### config.mk
export PLATFORM = sky130hd
export DESIGN_NAME = rv_muldiv_unit
export DESIGN_NICKNAME = d
export VERILOG_FILES = /design/src/rtl/rv_muldiv_unit.sv
export SDC_FILE = /design/constraint.sdc
export NUM_CORES = 1
export LEC_CHECK = 0
export CORE_MARGIN = 3
export CORE_UTILIZATION = 50
export DETAILED_ROUTE_END_ITERATION = 7
export PLACE_DENSITY_LB_ADDON = 0.2
export SYNTH_ARGS = -nofsm -noshare
export SYNTH_HDL_FRONTEND = slang
export SYNTH_SLANG_ARGS = --single-unit
### constraint.sdc
create_clock -name clock -period 10.6 [get_ports clock]
set_input_delay 3.18 -clock clock [delete_from_list [all_inputs] [get_ports clock]]
set_output_delay 3.18 -clock clock [all_outputs]
set_load 0.1 [all_outputs]
### src/rtl/rv_muldiv_unit.sv
// Iterative RV32M multiply/divide unit: shift-add multiply and restoring divide,
// one bit per cycle on operand magnitudes, with sign fix-up on the final step.
module rv_muldiv_unit #(
    parameter int WIDTH = 32
) (
    input  logic             clock,
    input  logic             reset,
    input  logic             req_valid,
    output logic             req_ready,
    input  logic [2:0]       funct3,
    input  logic [WIDTH-1:0] op_a,
    input  logic [WIDTH-1:0] op_b,
    input  logic             kill,
    output logic             resp_valid,
    input  logic             resp_ready,
    output logic [WIDTH-1:0] result,
    output logic             busy
);
    localparam int CW = $clog2(WIDTH);
    localparam int AW = 2 * WIDTH;

    typedef enum logic [1:0] {
        IDLE,
        CALC,
        DONE
    } state_t;

    state_t           state_q, state_d;
    logic [CW-1:0]    cnt_q, cnt_d;
    logic [2:0]       op_q, op_d;
    logic [WIDTH-1:0] opnd_q, opnd_d;
    logic [AW-1:0]    acc_q, acc_d;
    logic             neg_q, neg_d;
    logic             rneg_q, rneg_d;
    logic             resp_valid_q, resp_valid_d;
    logic [WIDTH-1:0] result_q, result_d;

    logic             accept, is_div, a_signed, b_signed, sa, sb;
    logic             div_by_zero, div_ovf, div_take;
    logic [WIDTH-1:0] a_mag, b_mag;
    logic [WIDTH:0]   mul_sum, div_hi;
    logic [WIDTH-1:0] div_diff;
    logic [AW-1:0]    mul_next, div_next, step_acc, prod_s;
    logic [WIDTH-1:0] quo_s, rem_s, final_result;

    always_comb begin
        accept      = req_valid && (state_q == IDLE);
        is_div      = funct3[2];
        a_signed    = is_div ? ~funct3[0] : (funct3[1:0] != 2'b11);
        b_signed    = is_div ? ~funct3[0] : ~funct3[1];
        sa          = a_signed & op_a[WIDTH-1];
        sb          = b_signed & op_b[WIDTH-1];
        a_mag       = sa ? -op_a : op_a;
        b_mag       = sb ? -op_b : op_b;
        div_by_zero = is_div && (op_b == '0);
        div_ovf     = is_div && !funct3[0] && (op_a == {1'b1, {(WIDTH-1){1'b0}}}) && (op_b == '1);
    end

    // acc holds {partial, operand}: for multiply the low half is the shrinking multiplier,
    // for divide it is the dividend shifting out while quotient bits shift in.
    always_comb begin
        mul_sum  = {1'b0, acc_q[AW-1:WIDTH]} + {1'b0, opnd_q};
        mul_next = acc_q[0] ? {mul_sum, acc_q[WIDTH-1:1]} : {1'b0, acc_q[AW-1:1]};
        div_hi   = acc_q[AW-1:WIDTH-1];
        div_take = div_hi >= {1'b0, opnd_q};
        div_diff = div_hi[WIDTH-1:0] - opnd_q;
        div_next = div_take ? {div_diff, acc_q[WIDTH-2:0], 1'b1} : {acc_q[AW-2:0], 1'b0};
        step_acc = op_q[2] ? div_next : mul_next;
        prod_s   = neg_q ? -step_acc : step_acc;
        quo_s    = neg_q ? -step_acc[WIDTH-1:0] : step_acc[WIDTH-1:0];
        rem_s    = rneg_q ? -step_acc[AW-1:WIDTH] : step_acc[AW-1:WIDTH];
        if (op_q[2]) begin
            final_result = op_q[1] ? rem_s : quo_s;
        end else begin
            final_result = (op_q[1:0] == 2'b00) ? prod_s[WIDTH-1:0] : prod_s[AW-1:WIDTH];
        end
    end

    always_comb begin
        state_d      = state_q;
        cnt_d        = cnt_q;
        op_d         = op_q;
        opnd_d       = opnd_q;
        acc_d        = acc_q;
        neg_d        = neg_q;
        rneg_d       = rneg_q;
        resp_valid_d = resp_valid_q;
        result_d     = result_q;
        case (state_q)
            IDLE: begin
                if (accept && !kill) begin
                    op_d   = funct3;
                    cnt_d  = '0;
                    neg_d  = sa ^ sb;
                    rneg_d = sa;
                    if (div_by_zero) begin
                        result_d     = funct3[1] ? op_a : '1;
                        resp_valid_d = 1'b1;
                        state_d      = DONE;
                    end else if (div_ovf) begin
                        result_d     = funct3[1] ? '0 : op_a;
                        resp_valid_d = 1'b1;
                        state_d      = DONE;
                    end else begin
                        state_d = CALC;
                        acc_d   = {{WIDTH{1'b0}}, is_div ? a_mag : b_mag};
                        opnd_d  = is_div ? b_mag : a_mag;
                    end
                end
            end
            CALC: begin
                if (kill) begin
                    state_d = IDLE;
                end else begin
                    acc_d = step_acc;
                    if (cnt_q == CW'(WIDTH - 1)) begin
                        result_d     = final_result;
                        resp_valid_d = 1'b1;
                        state_d      = DONE;
                    end else begin
                        cnt_d = cnt_q + 1'b1;
                    end
                end
            end
            DONE: begin
                if (kill || resp_ready) begin
                    resp_valid_d = 1'b0;
                    state_d      = IDLE;
                end
            end
            default: state_d = IDLE;
        endcase
    end

    always_ff @(posedge clock) begin
        if (reset) begin
            state_q      <= IDLE;
            cnt_q        <= '0;
            op_q         <= '0;
            opnd_q       <= '0;
            acc_q        <= '0;
            neg_q        <= 1'b0;
            rneg_q       <= 1'b0;
            resp_valid_q <= 1'b0;
            result_q     <= '0;
        end else begin
            state_q      <= state_d;
            cnt_q        <= cnt_d;
            op_q         <= op_d;
            opnd_q       <= opnd_d;
            acc_q        <= acc_d;
            neg_q        <= neg_d;
            rneg_q       <= rneg_d;
            resp_valid_q <= resp_valid_d;
            result_q     <= result_d;
        end
    end

    assign req_ready  = (state_q == IDLE);
    assign busy       = (state_q != IDLE);
    assign resp_valid = resp_valid_q;
    assign result     = result_q;

endmodule

==> results of run 1 <==
## cell families after synthesis
| family | Yosys count |
|---|---|
| and+or+nand+nor | 928 |
| DFF | 141 |
| muxes | 78 |
| AOI/OAI and AO/OA | 798 |
| adders and majority gates | 101 |
| xor gates and xnor gates | 147 |
| buffers and inverters | 241 |
## routing by layer
| layer | share of wire | up-vias |
|---|---|---|
| met1 | 0.40 | 9319 |
| met4 | 0.059 | 2 |
| met2 | 0.42 | 1292 |
| met5 | 0.00013 | - |
| met3 | 0.12 | 243 |
| li1 | - | 9077 |
## through the flow
step	instances	total power (W)	utilization	instance area, um2	hold slack, ps
after floorplan	2434	0.00208	-	17000	449
after global placement	2847	0.00273	0.552	18200	439
after detailed placement	2847	0.00275	0.552	18200	445
after CTS	2879	0.00335	0.569	18800	452
after global routing	2879	0.00359	0.569	18800	489
final	2879	0.00344	0.569	18800	456
## critical path, cell delays in order
cell             delay (ps)
clkdlybuf4s50_1         510
or4_1                   590
or3_1                   370
or4_1                   530
o32ai_2                 550
a31oi_1                 190
or3_1                   330
buf_4                   230
nor2_2                  520
o211ai_1                220
nor4b_1                 400
and4_1                  240
nor3_1                   60
a2bb2oi_1               130
## synthesized netlist by cell type (8+ instances only)
cell | number | area (um2)
xnor2_1 | 92 | 806
or3_1 | 30 | 188
ha_1 | 71 | 888
a211o_1 | 12 | 105
maj3_1 | 28 | 280
dfxtp_1 | 141 | 2820
nand2b_1 | 31 | 194
a22oi_1 | 34 | 255
o21ai_0 | 164 | 821
mux2i_1 | 67 | 671
a311oi_1 | 18 | 158
nor4_1 | 26 | 163
inv_1 | 68 | 255
nor2_1 | 263 | 987
nor3_1 | 69 | 345
nand4_1 | 34 | 213
nand3_1 | 51 | 255
nor2b_1 | 12 | 75.1
a21o_1 | 27 | 203
and4_1 | 11 | 96.3
a21oi_1 | 159 | 796
or4_1 | 14 | 105
o21bai_1 | 10 | 75.1
o22ai_1 | 11 | 68.8
or2_2 | 14 | 87.6
mux2_2 | 11 | 124
o31ai_1 | 36 | 270
buf_1 | 10 | 37.5
o221ai_1 | 9 | 78.8
clkbuf_1 | 122 | 458
o41ai_1 | 13 | 114
a31oi_1 | 41 | 257
and3_1 | 22 | 138
nand2_1 | 283 | 1060
o211ai_1 | 65 | 488
o21a_1 | 16 | 120
and2_1 | 20 | 125
xor2_1 | 55 | 482
a221oi_1 | 8 | 70.1
buf_2 | 34 | 170
a211oi_1 | 55 | 413
## worst max-delay path by stage
stage                 end  slack [ps]  depth (start not counted)
4_1_cts        result[29]        3000                         14
6_report       result[29]        2920                         14
5_1_grt        result[29]        2700                         14
3_3_place_gp   result[29]        2740                         14
3_5_place_dp   result[29]        2570                         14
2_1_floorplan  result[29]        4180                         12
## power breakdown
| group | internal (W) | leakage (nW) | switching (W) | total [W] |
|---|---|---|---|---|
| clock network | 0.000313 | 0.275 | 0.000292 | 0.000605 |
| logic | 0.000673 | 5.36 | 0.00146 | 0.00213 |
| registers | 0.000596 | 1.15 | 0.000111 | 0.000706 |
| total | 0.00158 | 6.78 | 0.00186 | 0.00344 |
## cell type report
type,count,area share
repair buffers,140,0.0696
well taps,442,0.0294
multi-input cells,2052,0.706
clock inverters,14,0.00746
flip-flops and latches,141,0.150
clock buffers,18,0.0228
inverters,72,0.0144
## registers in the layout (all words and copies together), names as in the netlist
register,flops
acc_q,64
cnt_q,5
neg_q,1
op_q,3
opnd_q,32
resp_valid,1
result,32
rneg_q,1
state_q,2
==> results.tsv, run 1 <==
metric	value	unit
run_status	finished, final reports clean	
synth_fp_nets	2579	
grt_pass1_wl	111000	um
synth_area	0.0170	mm2
cp_max_fo	23	
drive_gt1_frac	0.0599	
synth_seq_cells	141	
synthArstFlopShare	0	
synth_edf_count	0	
hold_violations	0	
crit_path_start	op_b[22]	
finalCritPeriodShare	0.724	
finClkSkew	17.6	ps
place_hpwl	57700	um
holdPathEnd	result[3]	
cts-resized-gates	0	
syn_to_final_growth	10.4	%
r2r-start	opnd_q[9]	
rr_worst_depth	18	
synthSimpleGateAreaFrac	0.262	
setup_ws	2920	ps
num_antenna_cells	0	
fmax	130	MHz
mostFrequentLayoutCells	nand2_1, nor2_1, o21ai_0	
multi_input_area	0.0133	mm2
cp-end-kind	flop	
syn_avg_cell_area	7.00	um2
synth_flop_cell	dfxtp_1	
synthXorXnorAreaFrac	0.0756	
nNetsFinal	2569	
worstPathArrival	8060	ps
die_area	0.0363	mm2
placementRows	66	
gp_routability_congestion	1.04	
vias	19900	
drt-total-wl	74800	um
path_class	in2reg	
synth_cell_types	111	
relSlewSlack	0.158	
post-route-min-period	7680	ps
rsz0062_at_grt	no	
min_from	result[3]	
synth_compound_area_frac	0.322	
die_y	191	um
dieWidth	191	um
clk_latency	460	ps
post_drt_wl_per_cell	26.0	um
clockBufferDepth	2	
coreArea	0.0330	mm2
ant_nets	0	
grtUsageTotal	0.399	
drc	0	
syn_inst	2434	
fillers	3234	
ys_seq_area_frac	0.166	
clk_pin_slew	60	ps
cp.required	10980	ps
htree_levels	4	
irDropWorstVdd	0.142	mV
dr.pass1.iters	6	
root_buffer	clkbuf_16	
antenna_found_initial	2	
hold_depth	2	
routed_via_density	6.92	
ioPinCount	107	
cts_tree	built	
grt_max_degree	85	
met2_usage	0.604	
min_path_type	reg2reg	
regArea	0.00283	mm2
gr-max-usage-layer	met2	
holdBufCountCts	0	
critPathLaunchType	input port	
cap_violations	0	
grt_util_met1	0.539	
dpl_worst_slack	2570	ps
synth_top_family_by_area	compound AO/OA/AOI/OAI gates	
cts_buffers	17	
grt_pass1_vias	18000	
cts_setup_buffers	0	
layout_commonest_cell	nand2_1	
setup-tns-final	0	ps
start_util	0.515	
yosysWarnings	0	
maxSlewViolCount	0	
synth.area.mux_share	0.0467	
worst_pin_slew	1260	ps
io_buffers	106	
finalSetupViolations	0	
synthAdderAreaFrac	0.0710	
drtIter0Drc	2961	
met3_usage	0.0776	
globalRouteOverflowTotal	0	
reg2reg_slack	3750	ps
p_per_area	183	mW/mm2
cts.sinks	141	
p_leak	6.78	nW
rr_endpoint	result[28]	
Power figures use the tool's default switching activity.
==> run 2: changes to the inputs <==
==> constraint.sdc (replaced) <==
create_clock -name clock -period 7.1 [get_ports clock]
set_input_delay 2.13 -clock clock [delete_from_list [all_inputs] [get_ports clock]]
set_output_delay 2.13 -clock clock [all_outputs]
set_load 0.1 [all_outputs]
==> results.tsv, run 2 (synthesis results as in run 1) <==
metric	value	unit	change
path_class	reg2reg		was in2reg
power_frac_clock	0.183		was 0.176
met2_length	31800	um	about the same
finalCritPeriodShare	0.866		
critPathBufInv	1		was 2
cts-resized-gates	0		unchanged
cp.required	7450	ps	was 10980 ps
clockBufferDepth	2		unchanged
root_buffer	clkbuf_16		unchanged
p_leak	6.85	nW	was 6.78 nW
layout_commonest_cell	nand2_1		unchanged
top_layer_used	met5		unchanged
die_y	191	um	unchanged
placementRows	66		unchanged
slowest_stage	a2111oi_4		was or4_1
grt_pass1_vias	18000		about the same
grt_pass1_wl	113000	um	was 111000 um
cts_buffers	17		unchanged
drtIter0Drc	2800		was 2961
dieWidth	191	um	unchanged
irDropWorstVdd	0.189	mV	was 0.142 mV
clk_latency	460	ps	about the same
wl_met3	8860	um	was 8810 um
htree_levels	4		unchanged
p_int	0.00239	W	was 0.00158 W
p_switching	0.00279	W	was 0.00186 W
coreArea	0.0330	mm2	unchanged
cp-end-kind	flop		unchanged
p_seq_frac	0.205		about the same
largest_register_ffs	64		unchanged
io_buffers	106		unchanged
num_antenna_cells	0		unchanged
vias	20100		was 19900
finClkSkew	18.9	ps	was 17.6 ps
setup-tns-final	0	ps	unchanged
place_hpwl	59500	um	was 57700 um
die_area	0.0363	mm2	unchanged
ioPinCount	107		unchanged
cp_max_fo	22		was 23
cts.sinks	141		unchanged
critPathLaunchType	flop		was input port
syn_to_final_growth	11.0	%	was 10.4%
hold_violations	0		unchanged
drt-total-wl	76000	um	was 74800 um
maxSlewViolCount	0		unchanged
fmax	163	MHz	
drive_gt1_frac	0.0634		was 0.0599
worstPathArrival	6500	ps	was 8060 ps
globalRouteOverflowTotal	0		unchanged
relSlewSlack	0.236		was 0.158
post_drt_wl_per_cell	26.3	um	was 26.0 um
rsz0062_at_grt	no		unchanged
fillers	3261		was 3234
grtUsageTotal	0.408		was 0.399
switching_share	0.538		was 0.541
run_status	finished, final reports clean		unchanged
critPathMaxStageDelay	560	ps	was 590 ps
regMostFlops	acc_q		unchanged
regArea	0.00283	mm2	unchanged
antenna_found_initial	2		unchanged
gp_routability_congestion	1.06		was 1.04
crit_chain	inv_1, ha_1, a21oi_2, o21ai_2, a2111oi_4, and3_4, a21oi_2, a21oi_1, ha_1, nand4_1, or2_1, or3_1, nor2_1, nand4_1, a211oi_1, o21ai_0, o2bb2ai_1, a32o_1		was clkdlybuf4s50_1, or4_1, or3_1, or4_1, o32ai_2, a31oi_1, or3_1, buf_4, nor2_2, o211ai_1, nor4b_1, and4_1, nor3_1, a2bb2oi_1
cpLargestDelayFamily	compound AO/OA/AOI/OAI gates		was simple AND/OR/NAND/NOR gates
worst_pin_slew	1140	ps	was 1260 ps
p_per_area	274	mW/mm2	was 183 mW/mm2
finalSetupViolations	0		unchanged
min_path_type	reg2reg		unchanged
nNetsFinal	2577		was 2569
dr.pass1.iters	8		was 6
clk_pin_slew	80	ps	was 60 ps
post-route-min-period	6150	ps	
mostFrequentLayoutCells	nand2_1, nor2_1, o21ai_0		unchanged
holdBufCountCts	0		unchanged
start_util	0.515		unchanged
cap_violations	0		unchanged
pwr-share-comb	0.612		was 0.619
wl_met1	30900	um	was 29800 um
grt_max_degree	88		was 85
multi_input_area	0.0133	mm2	unchanged
routed_via_density	6.95		was 6.92
p_total	0.00518	W	was 0.00344 W
ant_nets	0		unchanged
drc	0		unchanged
cts_setup_buffers	0		unchanged
cts_tree	built		unchanged
## run 2: changes by cell type in the layout (fill, tap and decap cells not counted)
cell	delta
clkinvlp_4	-2
inv_12	+1
clkinv_4	+3
clkbuf_1	-1
inv_6	-5
clkinv_8	+4
buf_4	+8
## run 2: worst reg2reg max path: stages (launching register included)
cell and delay, ps:
dfxtp_1 530, inv_1 110, ha_1 430, a21oi_2 240, o21ai_2 140, a2111oi_4 560, and3_4 500, a21oi_2 290
a21oi_1 250, ha_1 240, nand4_1 180, or2_1 350, or3_1 430, nor2_1 430, nand4_1 320, a211oi_1 380
o21ai_0 150, o2bb2ai_1 210, a32o_1 280
## run 2: path summary, 6_finish.rpt
kind	depth (start not counted)	endpoint	startpoint	slack, ps
worst max-delay path	18	result[10]	opnd_q[26]	950
worst min-delay path	2	result[21]	result[21]	460
worst max register to register	18	result[10]	opnd_q[26]	950
worst min register to register	2	result[21]	result[21]	460
## run 2: cell type report
| cell class | count | area share |
|---|---|---|
| multi-input combinational | 2052 | 0.702 |
| sequential | 141 | 0.150 |
| timing repair buffer | 148 | 0.0724 |
| clock buffer | 17 | 0.0225 |
| tap | 442 | 0.0293 |
| clock inverter | 15 | 0.0100 |
| inverter | 72 | 0.0143 |
## run 2: through the flow
stage | cells | hold slack, ps | worst slack, ps | area (um2) | util
final | 2887 | 462 | 951 | 18900 | 0.572
after global routing | 2887 | 470 | 730 | 18900 | 0.572
after CTS | 2887 | 458 | 1170 | 18900 | 0.572
after detailed placement | 2855 | 446 | 726 | 18300 | 0.553
after global placement | 2855 | 440 | 761 | 18300 | 0.553
after floorplan | 2434 | 449 | 1730 | 17000 | -
## run 2: routing by layer
metal / GRT usage / vias to the layer above
met1: 0.557 / 9475
met3: 0.0923 / 257
li1: - / 9083
met2: 0.611 / 1256
met5: 0 / -
met4: 0.191 / 2
## run 2: power by group through the flow
stage	sequential, W	clock [W]	combinational, W
2_1_floorplan	0.000970	0	0.00214
3_3_place_gp	0.00106	0	0.00301
3_5_place_dp	0.00106	0	0.00304
4_1_cts	0.00105	0.000944	0.00306
5_1_grt	0.00107	0.000982	0.00336
6_report	0.00106	0.000946	0.00317
